**config.mk**
```make
export PLATFORM = sky130hd
export DESIGN_NAME = uart_axil_bridge_flat
export DESIGN_NICKNAME = d
export VERILOG_FILES = /design/src/rtl/uart_axil_bridge_if.sv /design/src/rtl/uart_axil_bridge.sv /design/src/flat_wrapper.sv
export SDC_FILE = /design/constraint.sdc
export NUM_CORES = 1
export LEC_CHECK = 0
export CAP_MARGIN = 20
export CORE_AREA = 2 2 123 125
export CTS_CLUSTER_SIZE = 14
export DETAILED_ROUTE_END_ITERATION = 7
export DIE_AREA = 0 0 125 127
export GPL_TIMING_DRIVEN = 0
export PLACE_DENSITY_LB_ADDON = 0.25
export SKIP_LAST_GASP = 1
export SLEW_MARGIN = 20
export SYNTH_ARGS = -nofsm -noshare
export SYNTH_HDL_FRONTEND = slang
export SYNTH_SLANG_ARGS = --single-unit
```
**constraint.sdc**
```tcl
create_clock -name clk_i -period 2.2 [get_ports clk_i]
set_input_delay 0.66 -clock clk_i [delete_from_list [all_inputs] [get_ports clk_i]]
set_output_delay 0.66 -clock clk_i [all_outputs]
set_load 0.01 [all_outputs]
```
**src/rtl/uart_axil_bridge_if.sv**
```systemverilog
// ============================================================================
// uart_axil_bridge_if
// AXI4-Lite slave bus bundle for the UART register-block bridge.
//
// Parameters
//   ADDR_WIDTH  byte address width
//   DATA_WIDTH  data width (32 only); STRB_WIDTH = DATA_WIDTH/8
//
// Signals (names seen from the slave side)
//   AW : s_awaddr_i, s_awvalid_i, s_awready_o
//   W  : s_wdata_i, s_wstrb_i, s_wvalid_i, s_wready_o
//   B  : s_bresp_o, s_bvalid_o, s_bready_i
//   AR : s_araddr_i, s_arvalid_i, s_arready_o
//   R  : s_rdata_o, s_rresp_o, s_rvalid_o, s_rready_i
//
// Modports
//   slave  - the bridge
//   master - the AXI requester driving the bridge
// ============================================================================
interface uart_axil_bridge_if #(
    parameter int unsigned ADDR_WIDTH = 6,
    parameter int unsigned DATA_WIDTH = 32
);
    localparam int unsigned STRB_WIDTH = DATA_WIDTH / 8;

    logic [ADDR_WIDTH-1:0] s_awaddr_i;
    logic                  s_awvalid_i;
    logic                  s_awready_o;

    logic [DATA_WIDTH-1:0] s_wdata_i;
    logic [STRB_WIDTH-1:0] s_wstrb_i;
    logic                  s_wvalid_i;
    logic                  s_wready_o;

    logic [1:0]            s_bresp_o;
    logic                  s_bvalid_o;
    logic                  s_bready_i;

    logic [ADDR_WIDTH-1:0] s_araddr_i;
    logic                  s_arvalid_i;
    logic                  s_arready_o;

    logic [DATA_WIDTH-1:0] s_rdata_o;
    logic [1:0]            s_rresp_o;
    logic                  s_rvalid_o;
    logic                  s_rready_i;

    modport slave (
        input  s_awaddr_i, s_awvalid_i,
        output s_awready_o,
        input  s_wdata_i, s_wstrb_i, s_wvalid_i,
        output s_wready_o,
        output s_bresp_o, s_bvalid_o,
        input  s_bready_i,
        input  s_araddr_i, s_arvalid_i,
        output s_arready_o,
        output s_rdata_o, s_rresp_o, s_rvalid_o,
        input  s_rready_i
    );

    modport master (
        output s_awaddr_i, s_awvalid_i,
        input  s_awready_o,
        output s_wdata_i, s_wstrb_i, s_wvalid_i,
        input  s_wready_o,
        input  s_bresp_o, s_bvalid_o,
        output s_bready_i,
        output s_araddr_i, s_arvalid_i,
        input  s_arready_o,
        input  s_rdata_o, s_rresp_o, s_rvalid_o,
        output s_rready_i
    );

endinterface

```
**src/rtl/uart_axil_bridge.sv**
```systemverilog
// ============================================================================
// uart_axil_bridge
// AXI4-Lite slave front end for the UART register block. Each AXI write or
// read becomes exactly one single-cycle mem_we_o / mem_re_o strobe; the
// register block's combinational response/data is captured and returned on
// B / R. Exactly one mem_re_o per AXI read, so RX FIFO pops never duplicate.
//
// Optional feature macro: UART_AXIL_STRB_CHECK_EN
//   defined   - partial-strobe writes are dropped (no mem_we_o) and get SLVERR
//   undefined - strobes are forwarded unchecked on mem_wstrb_o
//
// Ports
//   clk_i, arst_ni       clock, asynchronous active-low reset
//   s_axil               AXI4-Lite slave bus (uart_axil_bridge_if.slave)
//   mem_we_o             1-cycle write strobe
//   mem_waddr_o/wdata_o/wstrb_o   write address/data/strobes (hold between strobes)
//   mem_wresp_i          combinational write response (00 OKAY, 10 SLVERR)
//   mem_re_o, mem_raddr_o         1-cycle read strobe and address
//   mem_rdata_i, mem_rresp_i      combinational read data and response
// ============================================================================
module uart_axil_bridge #(
    parameter int unsigned ADDR_WIDTH = 6,
    parameter int unsigned DATA_WIDTH = 32
) (
    input  logic                        clk_i,
    input  logic                        arst_ni,
    uart_axil_bridge_if.slave           s_axil,
    output logic                        mem_we_o,
    output logic [ADDR_WIDTH-1:0]       mem_waddr_o,
    output logic [DATA_WIDTH-1:0]       mem_wdata_o,
    output logic [DATA_WIDTH/8-1:0]     mem_wstrb_o,
    input  logic [1:0]                  mem_wresp_i,
    output logic                        mem_re_o,
    output logic [ADDR_WIDTH-1:0]       mem_raddr_o,
    input  logic [DATA_WIDTH-1:0]       mem_rdata_i,
    input  logic [1:0]                  mem_rresp_i
);

    localparam int unsigned STRB_WIDTH = DATA_WIDTH / 8;
    localparam logic [1:0]  RESP_OKAY   = 2'b00;
    localparam logic [1:0]  RESP_SLVERR = 2'b10;

    // ------------------------------------------------------------------
    // Write path state
    // ------------------------------------------------------------------
    typedef enum logic [1:0] {
        W_IDLE = 2'd0,
        W_EXEC = 2'd1,
        W_RESP = 2'd2
    } w_state_e;

    w_state_e              r_wstate;
    logic                  r_awready;
    logic                  r_wready;
    logic                  r_aw_held;
    logic                  r_w_held;
    logic                  r_werr;
    logic [ADDR_WIDTH-1:0] r_awaddr;
    logic [DATA_WIDTH-1:0] r_wdata;
    logic [STRB_WIDTH-1:0] r_wstrb;
    logic                  r_bvalid;
    logic [1:0]            r_bresp;
    logic                  r_mem_we;
    logic [ADDR_WIDTH-1:0] r_mem_waddr;
    logic [DATA_WIDTH-1:0] r_mem_wdata;
    logic [STRB_WIDTH-1:0] r_mem_wstrb;

    logic                  w_aw_hs;
    logic                  w_w_hs;
    logic                  w_aw_done;
    logic                  w_w_done;
    logic [ADDR_WIDTH-1:0] w_awaddr;
    logic [DATA_WIDTH-1:0] w_wdata;
    logic [STRB_WIDTH-1:0] w_wstrb;
    logic                  w_wmisalign;
    logic                  w_wstrb_bad;
    logic                  w_werr;

    // Beats are either already held or completing their handshake this cycle.
    assign w_aw_hs   = r_awready & s_axil.s_awvalid_i;
    assign w_w_hs    = r_wready  & s_axil.s_wvalid_i;
    assign w_aw_done = r_aw_held | w_aw_hs;
    assign w_w_done  = r_w_held  | w_w_hs;

    // Bypass the holding registers so a same-cycle beat can issue immediately.
    assign w_awaddr  = r_aw_held ? r_awaddr : s_axil.s_awaddr_i;
    assign w_wdata   = r_w_held  ? r_wdata  : s_axil.s_wdata_i;
    assign w_wstrb   = r_w_held  ? r_wstrb  : s_axil.s_wstrb_i;

    assign w_wmisalign = (w_awaddr[1:0] != 2'b00);

`ifdef UART_AXIL_STRB_CHECK_EN
    assign w_wstrb_bad = (w_wstrb != {STRB_WIDTH{1'b1}});
`else
    assign w_wstrb_bad = 1'b0;
`endif

    assign w_werr = w_wmisalign | w_wstrb_bad;

    // Write FSM: collect AW and W, strobe once, return B.
    always_ff @(posedge clk_i or negedge arst_ni) begin
        if (!arst_ni) begin
            r_wstate    <= W_IDLE;
            r_awready   <= 1'b0;
            r_wready    <= 1'b0;
            r_aw_held   <= 1'b0;
            r_w_held    <= 1'b0;
            r_werr      <= 1'b0;
            r_awaddr    <= '0;
            r_wdata     <= '0;
            r_wstrb     <= '0;
            r_bvalid    <= 1'b0;
            r_bresp     <= RESP_OKAY;
            r_mem_we    <= 1'b0;
            r_mem_waddr <= '0;
            r_mem_wdata <= '0;
            r_mem_wstrb <= '0;
        end else begin
            r_mem_we <= 1'b0;
            case (r_wstate)
                W_IDLE: begin
                    if (w_aw_hs) begin
                        r_awaddr  <= s_axil.s_awaddr_i;
                        r_aw_held <= 1'b1;
                        r_awready <= 1'b0;
                    end else if (!r_aw_held) begin
                        r_awready <= 1'b1;
                    end

                    if (w_w_hs) begin
                        r_wdata  <= s_axil.s_wdata_i;
                        r_wstrb  <= s_axil.s_wstrb_i;
                        r_w_held <= 1'b1;
                        r_wready <= 1'b0;
                    end else if (!r_w_held) begin
                        r_wready <= 1'b1;
                    end

                    // Both beats in hand: strobe during the EXEC cycle.
                    if (w_aw_done && w_w_done) begin
                        r_wstate  <= W_EXEC;
                        r_werr    <= w_werr;
                        r_aw_held <= 1'b0;
                        r_w_held  <= 1'b0;
                        r_awready <= 1'b0;
                        r_wready  <= 1'b0;
                        if (!w_werr) begin
                            r_mem_we    <= 1'b1;
                            r_mem_waddr <= w_awaddr;
                            r_mem_wdata <= w_wdata;
                            r_mem_wstrb <= w_wstrb;
                        end
                    end
                end

                W_EXEC: begin
                    r_bresp  <= r_werr ? RESP_SLVERR : mem_wresp_i;
                    r_bvalid <= 1'b1;
                    r_wstate <= W_RESP;
                end

                W_RESP: begin
                    if (s_axil.s_bready_i) begin
                        r_bvalid  <= 1'b0;
                        r_awready <= 1'b1;
                        r_wready  <= 1'b1;
                        r_wstate  <= W_IDLE;
                    end
                end

                default: begin
                    r_wstate <= W_IDLE;
                end
            endcase
        end
    end

    // ------------------------------------------------------------------
    // Read path state
    // ------------------------------------------------------------------
    typedef enum logic [1:0] {
        R_IDLE = 2'd0,
        R_EXEC = 2'd1,
        R_RESP = 2'd2
    } r_state_e;

    r_state_e              r_rstate;
    logic                  r_arready;
    logic                  r_rerr;
    logic                  r_rvalid;
    logic [1:0]            r_rresp;
    logic [DATA_WIDTH-1:0] r_rdata;
    logic                  r_mem_re;
    logic [ADDR_WIDTH-1:0] r_mem_raddr;

    logic                  w_ar_hs;
    logic                  w_rmisalign;

    assign w_ar_hs     = r_arready & s_axil.s_arvalid_i;
    assign w_rmisalign = (s_axil.s_araddr_i[1:0] != 2'b00);

    // Read FSM: one AR -> one mem_re pulse -> one R beat.
    always_ff @(posedge clk_i or negedge arst_ni) begin
        if (!arst_ni) begin
            r_rstate    <= R_IDLE;
            r_arready   <= 1'b0;
            r_rerr      <= 1'b0;
            r_rvalid    <= 1'b0;
            r_rresp     <= RESP_OKAY;
            r_rdata     <= '0;
            r_mem_re    <= 1'b0;
            r_mem_raddr <= '0;
        end else begin
            r_mem_re <= 1'b0;
            case (r_rstate)
                R_IDLE: begin
                    if (w_ar_hs) begin
                        r_arready <= 1'b0;
                        r_rerr    <= w_rmisalign;
                        r_rstate  <= R_EXEC;
                        if (!w_rmisalign) begin
                            r_mem_re    <= 1'b1;
                            r_mem_raddr <= s_axil.s_araddr_i;
                        end
                    end else begin
                        r_arready <= 1'b1;
                    end
                end

                R_EXEC: begin
                    // Data only passes through on an OKAY response.
                    if (r_rerr) begin
                        r_rresp <= RESP_SLVERR;
                        r_rdata <= '0;
                    end else begin
                        r_rresp <= mem_rresp_i;
                        r_rdata <= (mem_rresp_i == RESP_OKAY) ? mem_rdata_i : '0;
                    end
                    r_rvalid <= 1'b1;
                    r_rstate <= R_RESP;
                end

                R_RESP: begin
                    if (s_axil.s_rready_i) begin
                        r_rvalid  <= 1'b0;
                        r_arready <= 1'b1;
                        r_rstate  <= R_IDLE;
                    end
                end

                default: begin
                    r_rstate <= R_IDLE;
                end
            endcase
        end
    end

    // ------------------------------------------------------------------
    // Output drive
    // ------------------------------------------------------------------
    assign s_axil.s_awready_o = r_awready;
    assign s_axil.s_wready_o  = r_wready;
    assign s_axil.s_bvalid_o  = r_bvalid;
    assign s_axil.s_bresp_o   = r_bresp;
    assign s_axil.s_arready_o = r_arready;
    assign s_axil.s_rvalid_o  = r_rvalid;
    assign s_axil.s_rresp_o   = r_rresp;
    assign s_axil.s_rdata_o   = r_rdata;

    assign mem_we_o    = r_mem_we;
    assign mem_waddr_o = r_mem_waddr;
    assign mem_wdata_o = r_mem_wdata;
    assign mem_wstrb_o = r_mem_wstrb;
    assign mem_re_o    = r_mem_re;
    assign mem_raddr_o = r_mem_raddr;

endmodule

```
**src/flat_wrapper.sv**
```systemverilog
// flat-port wrapper written by rule: the top's interface ports become plain ports
module uart_axil_bridge_flat 
#(
    parameter int unsigned ADDR_WIDTH = 6,
    parameter int unsigned DATA_WIDTH = 32
)
  (clk_i, arst_ni, mem_we_o, mem_waddr_o, mem_wdata_o, mem_wstrb_o, mem_wresp_i, mem_re_o, mem_raddr_o, mem_rdata_i, mem_rresp_i, s_axil_s_awaddr_i, s_axil_s_awvalid_i, s_axil_s_awready_o, s_axil_s_wdata_i, s_axil_s_wstrb_i, s_axil_s_wvalid_i, s_axil_s_wready_o, s_axil_s_bresp_o, s_axil_s_bvalid_o, s_axil_s_bready_i, s_axil_s_araddr_i, s_axil_s_arvalid_i, s_axil_s_arready_o, s_axil_s_rdata_o, s_axil_s_rresp_o, s_axil_s_rvalid_o, s_axil_s_rready_i);
  uart_axil_bridge_if #(.ADDR_WIDTH(ADDR_WIDTH), .DATA_WIDTH(DATA_WIDTH)) s_axil_i ();
  input  logic clk_i;
  input  logic arst_ni;
  output logic mem_we_o;
  output logic [ADDR_WIDTH-1:0] mem_waddr_o;
  output logic [DATA_WIDTH-1:0] mem_wdata_o;
  output logic [DATA_WIDTH/8-1:0] mem_wstrb_o;
  input  logic [1:0] mem_wresp_i;
  output logic mem_re_o;
  output logic [ADDR_WIDTH-1:0] mem_raddr_o;
  input  logic [DATA_WIDTH-1:0] mem_rdata_i;
  input  logic [1:0] mem_rresp_i;
  input wire logic [$bits(s_axil_i.s_awaddr_i)-1:0] s_axil_s_awaddr_i;
  input wire logic [$bits(s_axil_i.s_awvalid_i)-1:0] s_axil_s_awvalid_i;
  output wire logic [$bits(s_axil_i.s_awready_o)-1:0] s_axil_s_awready_o;
  input wire logic [$bits(s_axil_i.s_wdata_i)-1:0] s_axil_s_wdata_i;
  input wire logic [$bits(s_axil_i.s_wstrb_i)-1:0] s_axil_s_wstrb_i;
  input wire logic [$bits(s_axil_i.s_wvalid_i)-1:0] s_axil_s_wvalid_i;
  output wire logic [$bits(s_axil_i.s_wready_o)-1:0] s_axil_s_wready_o;
  output wire logic [$bits(s_axil_i.s_bresp_o)-1:0] s_axil_s_bresp_o;
  output wire logic [$bits(s_axil_i.s_bvalid_o)-1:0] s_axil_s_bvalid_o;
  input wire logic [$bits(s_axil_i.s_bready_i)-1:0] s_axil_s_bready_i;
  input wire logic [$bits(s_axil_i.s_araddr_i)-1:0] s_axil_s_araddr_i;
  input wire logic [$bits(s_axil_i.s_arvalid_i)-1:0] s_axil_s_arvalid_i;
  output wire logic [$bits(s_axil_i.s_arready_o)-1:0] s_axil_s_arready_o;
  output wire logic [$bits(s_axil_i.s_rdata_o)-1:0] s_axil_s_rdata_o;
  output wire logic [$bits(s_axil_i.s_rresp_o)-1:0] s_axil_s_rresp_o;
  output wire logic [$bits(s_axil_i.s_rvalid_o)-1:0] s_axil_s_rvalid_o;
  input wire logic [$bits(s_axil_i.s_rready_i)-1:0] s_axil_s_rready_i;
  assign s_axil_i.s_awaddr_i = s_axil_s_awaddr_i;
  assign s_axil_i.s_awvalid_i = s_axil_s_awvalid_i;
  assign s_axil_s_awready_o = s_axil_i.s_awready_o;
  assign s_axil_i.s_wdata_i = s_axil_s_wdata_i;
  assign s_axil_i.s_wstrb_i = s_axil_s_wstrb_i;
  assign s_axil_i.s_wvalid_i = s_axil_s_wvalid_i;
  assign s_axil_s_wready_o = s_axil_i.s_wready_o;
  assign s_axil_s_bresp_o = s_axil_i.s_bresp_o;
  assign s_axil_s_bvalid_o = s_axil_i.s_bvalid_o;
  assign s_axil_i.s_bready_i = s_axil_s_bready_i;
  assign s_axil_i.s_araddr_i = s_axil_s_araddr_i;
  assign s_axil_i.s_arvalid_i = s_axil_s_arvalid_i;
  assign s_axil_s_arready_o = s_axil_i.s_arready_o;
  assign s_axil_s_rdata_o = s_axil_i.s_rdata_o;
  assign s_axil_s_rresp_o = s_axil_i.s_rresp_o;
  assign s_axil_s_rvalid_o = s_axil_i.s_rvalid_o;
  assign s_axil_i.s_rready_i = s_axil_s_rready_i;
  uart_axil_bridge #(.ADDR_WIDTH(ADDR_WIDTH), .DATA_WIDTH(DATA_WIDTH)) u_core (.clk_i(clk_i), .arst_ni(arst_ni), .s_axil(s_axil_i), .mem_we_o(mem_we_o), .mem_waddr_o(mem_waddr_o), .mem_wdata_o(mem_wdata_o), .mem_wstrb_o(mem_wstrb_o), .mem_wresp_i(mem_wresp_i), .mem_re_o(mem_re_o), .mem_raddr_o(mem_raddr_o), .mem_rdata_i(mem_rdata_i), .mem_rresp_i(mem_rresp_i));
endmodule
```
==> results by group <==
Clocking
  • TritonCTS Buffers: 17
  • CTS tree: built
  • Hold bufs inserted after CTS: 0
  • Worst skew pair latency: 0.42 ns
  • Clock root buffer: clkbuf_16
  • CTS sink cnt: 141
  • # H-tree levels: 4
  • Max Root-Sink Buffers: 2
  • Clock-pin slew on the worst setup and hold paths: 0.06 ns

Detailed routing
  • Initial DRC count: 194
  • Routed Antenna Nets: 0
  • Drc violations: 0
  • Pre-antenna DRT Iters: 4
  • Vias per cell: 5.05
  • Via count: 4347
  • Final WL: 14800 um
  • Avg WL per Cell: 17.2 um

Setup path
  • Crit path cell chain: clkdlybuf4s50_1 > nor4bb_1 > buf_4 > clkbuf_4 > mux2_2
  • Kind of critical path: in -> reg
  • CP max-delay cell: clkdlybuf4s50_1
  • Worst-path maximum fanout: 10
  • R2R Setup Slk: 0.08 ns
  • R2R Path Start: u_core.r_aw_held
  • Critical Path AT: 2.43 ns
  • Worst Reg2Reg Path Length in Cells: 6
  • Worst setup SP type: input pin
  • CP Data Required Time: 2.49 ns
  • Worst stage delay on the critical path: 0.53 ns
  • FF-to-FF End: u_core.mem_wdata_o[15]
  • Setup crit end kind: register

Floorplan
  • Die width: 125 um
  • Initial Utilization: 42.5%
  • I/O Pins: 182
  • Num rows: 44
  • Die H: 127 um
  • Core area: 14400 um2
  • Die Area: 15900 um2

Yosys
  • Top_reg_cell synth: dfrtp_1
  • Fraction of registers with async set or reset after synthesis: 100%
  • Largest family of logic cells by synthesized area: multiplexers
  • Unique masters post-synth: 28
  • Xor/xnor share of the synthesized area: 0%
  • Top post-synthesis cells by area: dfrtp_1 (58%), mux2_2 (16%), mux2_4 (9.1%)
  • Synth Net Count: 548
  • Share of the synthesized area in the top cell type: 57.5%
  • Simple-Gate Fraction of Synth Area: 9.34%
  • Post-Syn Area: 6130 um2
  • Avg Inst Size Synth: 13.4 um2
  • Synth Area in Compound Gates: 4.89%
  • Seq/Total Area, Yosys: 57.5%
  • Adder-cell share of the synthesized area: 0%
  • Post-Syn Instances: 457
  • Yosys warns: 0
  • Post-synthesis register bit count: 141
  • Number of enable flip-flop cells after synthesis: 0
  • Mux cell area share after synthesis: 25.6%
  • Leading area contributor after synthesis: dfrtp_1

STA
  • Layout Skew: 0.00700 ns
  • Post-route setup slack: 0.0593 ns
  • Final Hold Violating Endpoints: 0
  • Post-layout min period: 2.14 ns
  • Fin Hold WS: 0.219 ns
  • Worst slew margin: 56.6%
  • Final setup viols: 0
  • Final period utilization: 97.3%
  • Max Fclk: 467 MHz
  • Actual slew at the worst max-slew pin: 0.651 ns
  • Final Slew Violations: 0
  • RSZ-0062 raised after global routing: yes

Power
  • Gate power share: 43.5%
  • Clock share of power: 20.7%
  • P_int: 8.84 mW
  • Pleak: 3.74 nW
  • PD cells: 1450 nW/um2
  • Peak VDD IR: 605 uV
  • Share of total power in sequential cells: 35.8%
  • Sw Ratio: 31.2%
  • Switch Pwr: 4.01 mW

Placed design
  • Gpl congestion: 0.778
  • Buffers on Ports: 181
  • Detail Placement HPWL: 10400 um
  • Place WS: -0.805 ns

Global routing
  • Met1 Use GR: 23.0%
  • M3 GR Usage: 6.87%
  • Number of global-route vias before repair: 4621
  • Grt peak-use layer: met2
  • Gr ovfl total: 0
  • Global-route wire length before repair: 23800 um
  • Grt met2 use: 31.0%
  • Total GRT Usage: 19.0%
  • Initial antenna violation count: 0
  • Pin count of the biggest net entering global routing: 82

Final layout
  • Nets: 754
  • Antenna cells: 0
  • Fillers: 1175
  • Share of cells above drive strength 1: 26.3%
  • Layout area overhead: 44.6%

Run
  • Max-cap viol count: 0

Worst hold path
  • Worst Hold Class: in -> async

Run status
  • Status: complete, no violations
## worst max-delay path by stage
stage | start | end
2_1_floorplan | s_axil_s_awaddr_i[1] | u_core.mem_waddr_o[2]
3_3_place_gp | arst_ni | u_core.s_axil.s_rdata_o[14]
3_5_place_dp | s_axil_s_wvalid_i | u_core.r_wdata[18]
4_1_cts | s_axil_s_wvalid_i | u_core.r_wdata[3]
5_1_grt | s_axil_s_wvalid_i | u_core.r_wdata[3]
6_report | s_axil_s_wvalid_i | u_core.r_wdata[3]
## routing by layer
metal / wire length, um / part of all wire, %
met1: 6330 / 43
met5: 0 / 0
met2: 7040 / 47
met4: 273 / 1.8
met3: 1180 / 8.0
## state kept, by name (all words and copies together) (netlist names), 2 cells and up
register	count
u_core.mem_wdata_o	32
u_core.r_wdata	32
u_core.s_axil.s_rdata_o	32
u_core.mem_raddr_o	6
u_core.mem_waddr_o	6
u_core.r_awaddr	6
u_core.mem_wstrb_o	4
u_core.r_wstrb	4
u_core.r_rstate	2
u_core.r_wstate	2
u_core.s_axil.s_bresp_o	2
u_core.s_axil.s_rresp_o	2
## per-stage QoR
step	total power, mW	instance area (um2)	util (%)	cells	setup TNS, ns
after floorplan	7.57	6130	-	457	-0.666
after global placement	9.92	8180	56.7	822	-771.73
after detailed placement	10.1	8210	56.9	823	-55.92
after CTS	13.0	8870	61.5	860	0
after global routing	13.6	8870	61.5	860	-0.00212
final	12.8	8870	61.5	860	0
## power by group through the flow
| stage | Clock [mW] | Combinational (mW) | Sequential [mW] |
|---|---|---|---|
| 6_report | 2.66 | 5.59 | 4.60 |
| 5_1_grt | 2.84 | 6.00 | 4.76 |
| 4_1_cts | 2.73 | 5.66 | 4.60 |
| 3_5_place_dp | 0 | 5.52 | 4.62 |
| 3_3_place_gp | 0 | 5.38 | 4.54 |
| 2_1_floorplan | 0 | 2.73 | 4.85 |
## timing repair
action	4_1_cts	5_1_grt
cloned	1	0
pin swaps	2	0
gates resized for setup	18	4
buffers inserted	4	0
endpoints found under the hold margin	0	0
endpoints found under the setup margin	72	35
## final cells by class
class                           count  area, um2  share of cell area, %
Buffer                             28        195                   2.20
Clock buffer                       20        457                   5.15
Sequential cell                   141       3530                   39.8
Clock inverter                     12       96.3                   1.09
Tap cell                          184        230                   2.59
Multi-Input combinational cell    283       2440                   27.5
Inverter                            5       18.8                  0.212
Timing Repair Buffer              187       1910                   21.5
## kinds of logic (layout without fill, tap and decap cells)
logic type / Yosys count / after routing
multiplexers: 127 / 127
buffers and inverters: 33 / 252
AND/OR/NAND/NOR: 104 / 104
flip-flops: 141 / 141
AO/OA/AOI/OAI: 52 / 52
## synth_stat cells (2+ instances only)
library cell,instances
dfrtp_1,141
mux2_2,89
nand2_1,42
a21oi_1,39
mux2_4,37
nand3b_1,33
clkbuf_1,20
nor2_1,11
o21ai_0,6
buf_6,5
inv_1,5
nand2b_1,4
nor2b_1,4
buf_2,3
a211oi_1,2
a2bb2oi_1,2
and2_1,2
nor4bb_1,2
## worst max-delay path: cells and delay by family
kind	cells	cell delay, ns
buffers and inverters	3	1.06
AND/OR/NAND/NOR	1	0.35
multiplexers	1	0.36
## cell usage in the layout, fill, tap and decap left out, types with 2 or more instances in the layout
cell type,n
clkdlybuf4s50_1,178
dfrtp_1,141
mux2_2,89
nand2_1,42
a21oi_1,39
mux2_4,37
nand3b_1,33
clkbuf_1,18
clkbuf_16,17
nor2_1,11
clkinv_2,7
o21ai_0,6
inv_1,5
buf_4,5
buf_12,4
nor2b_1,4
nand2b_1,4
buf_6,3
clkinvlp_4,3
nor4bb_1,2
clkbuf_2,2
and2_1,2
a211oi_1,2
a2bb2oi_1,2
clkbuf_8,2
buf_16,2
dlygate4sd2_1,2
No activity file was read; power rests on OpenSTA's default activity.
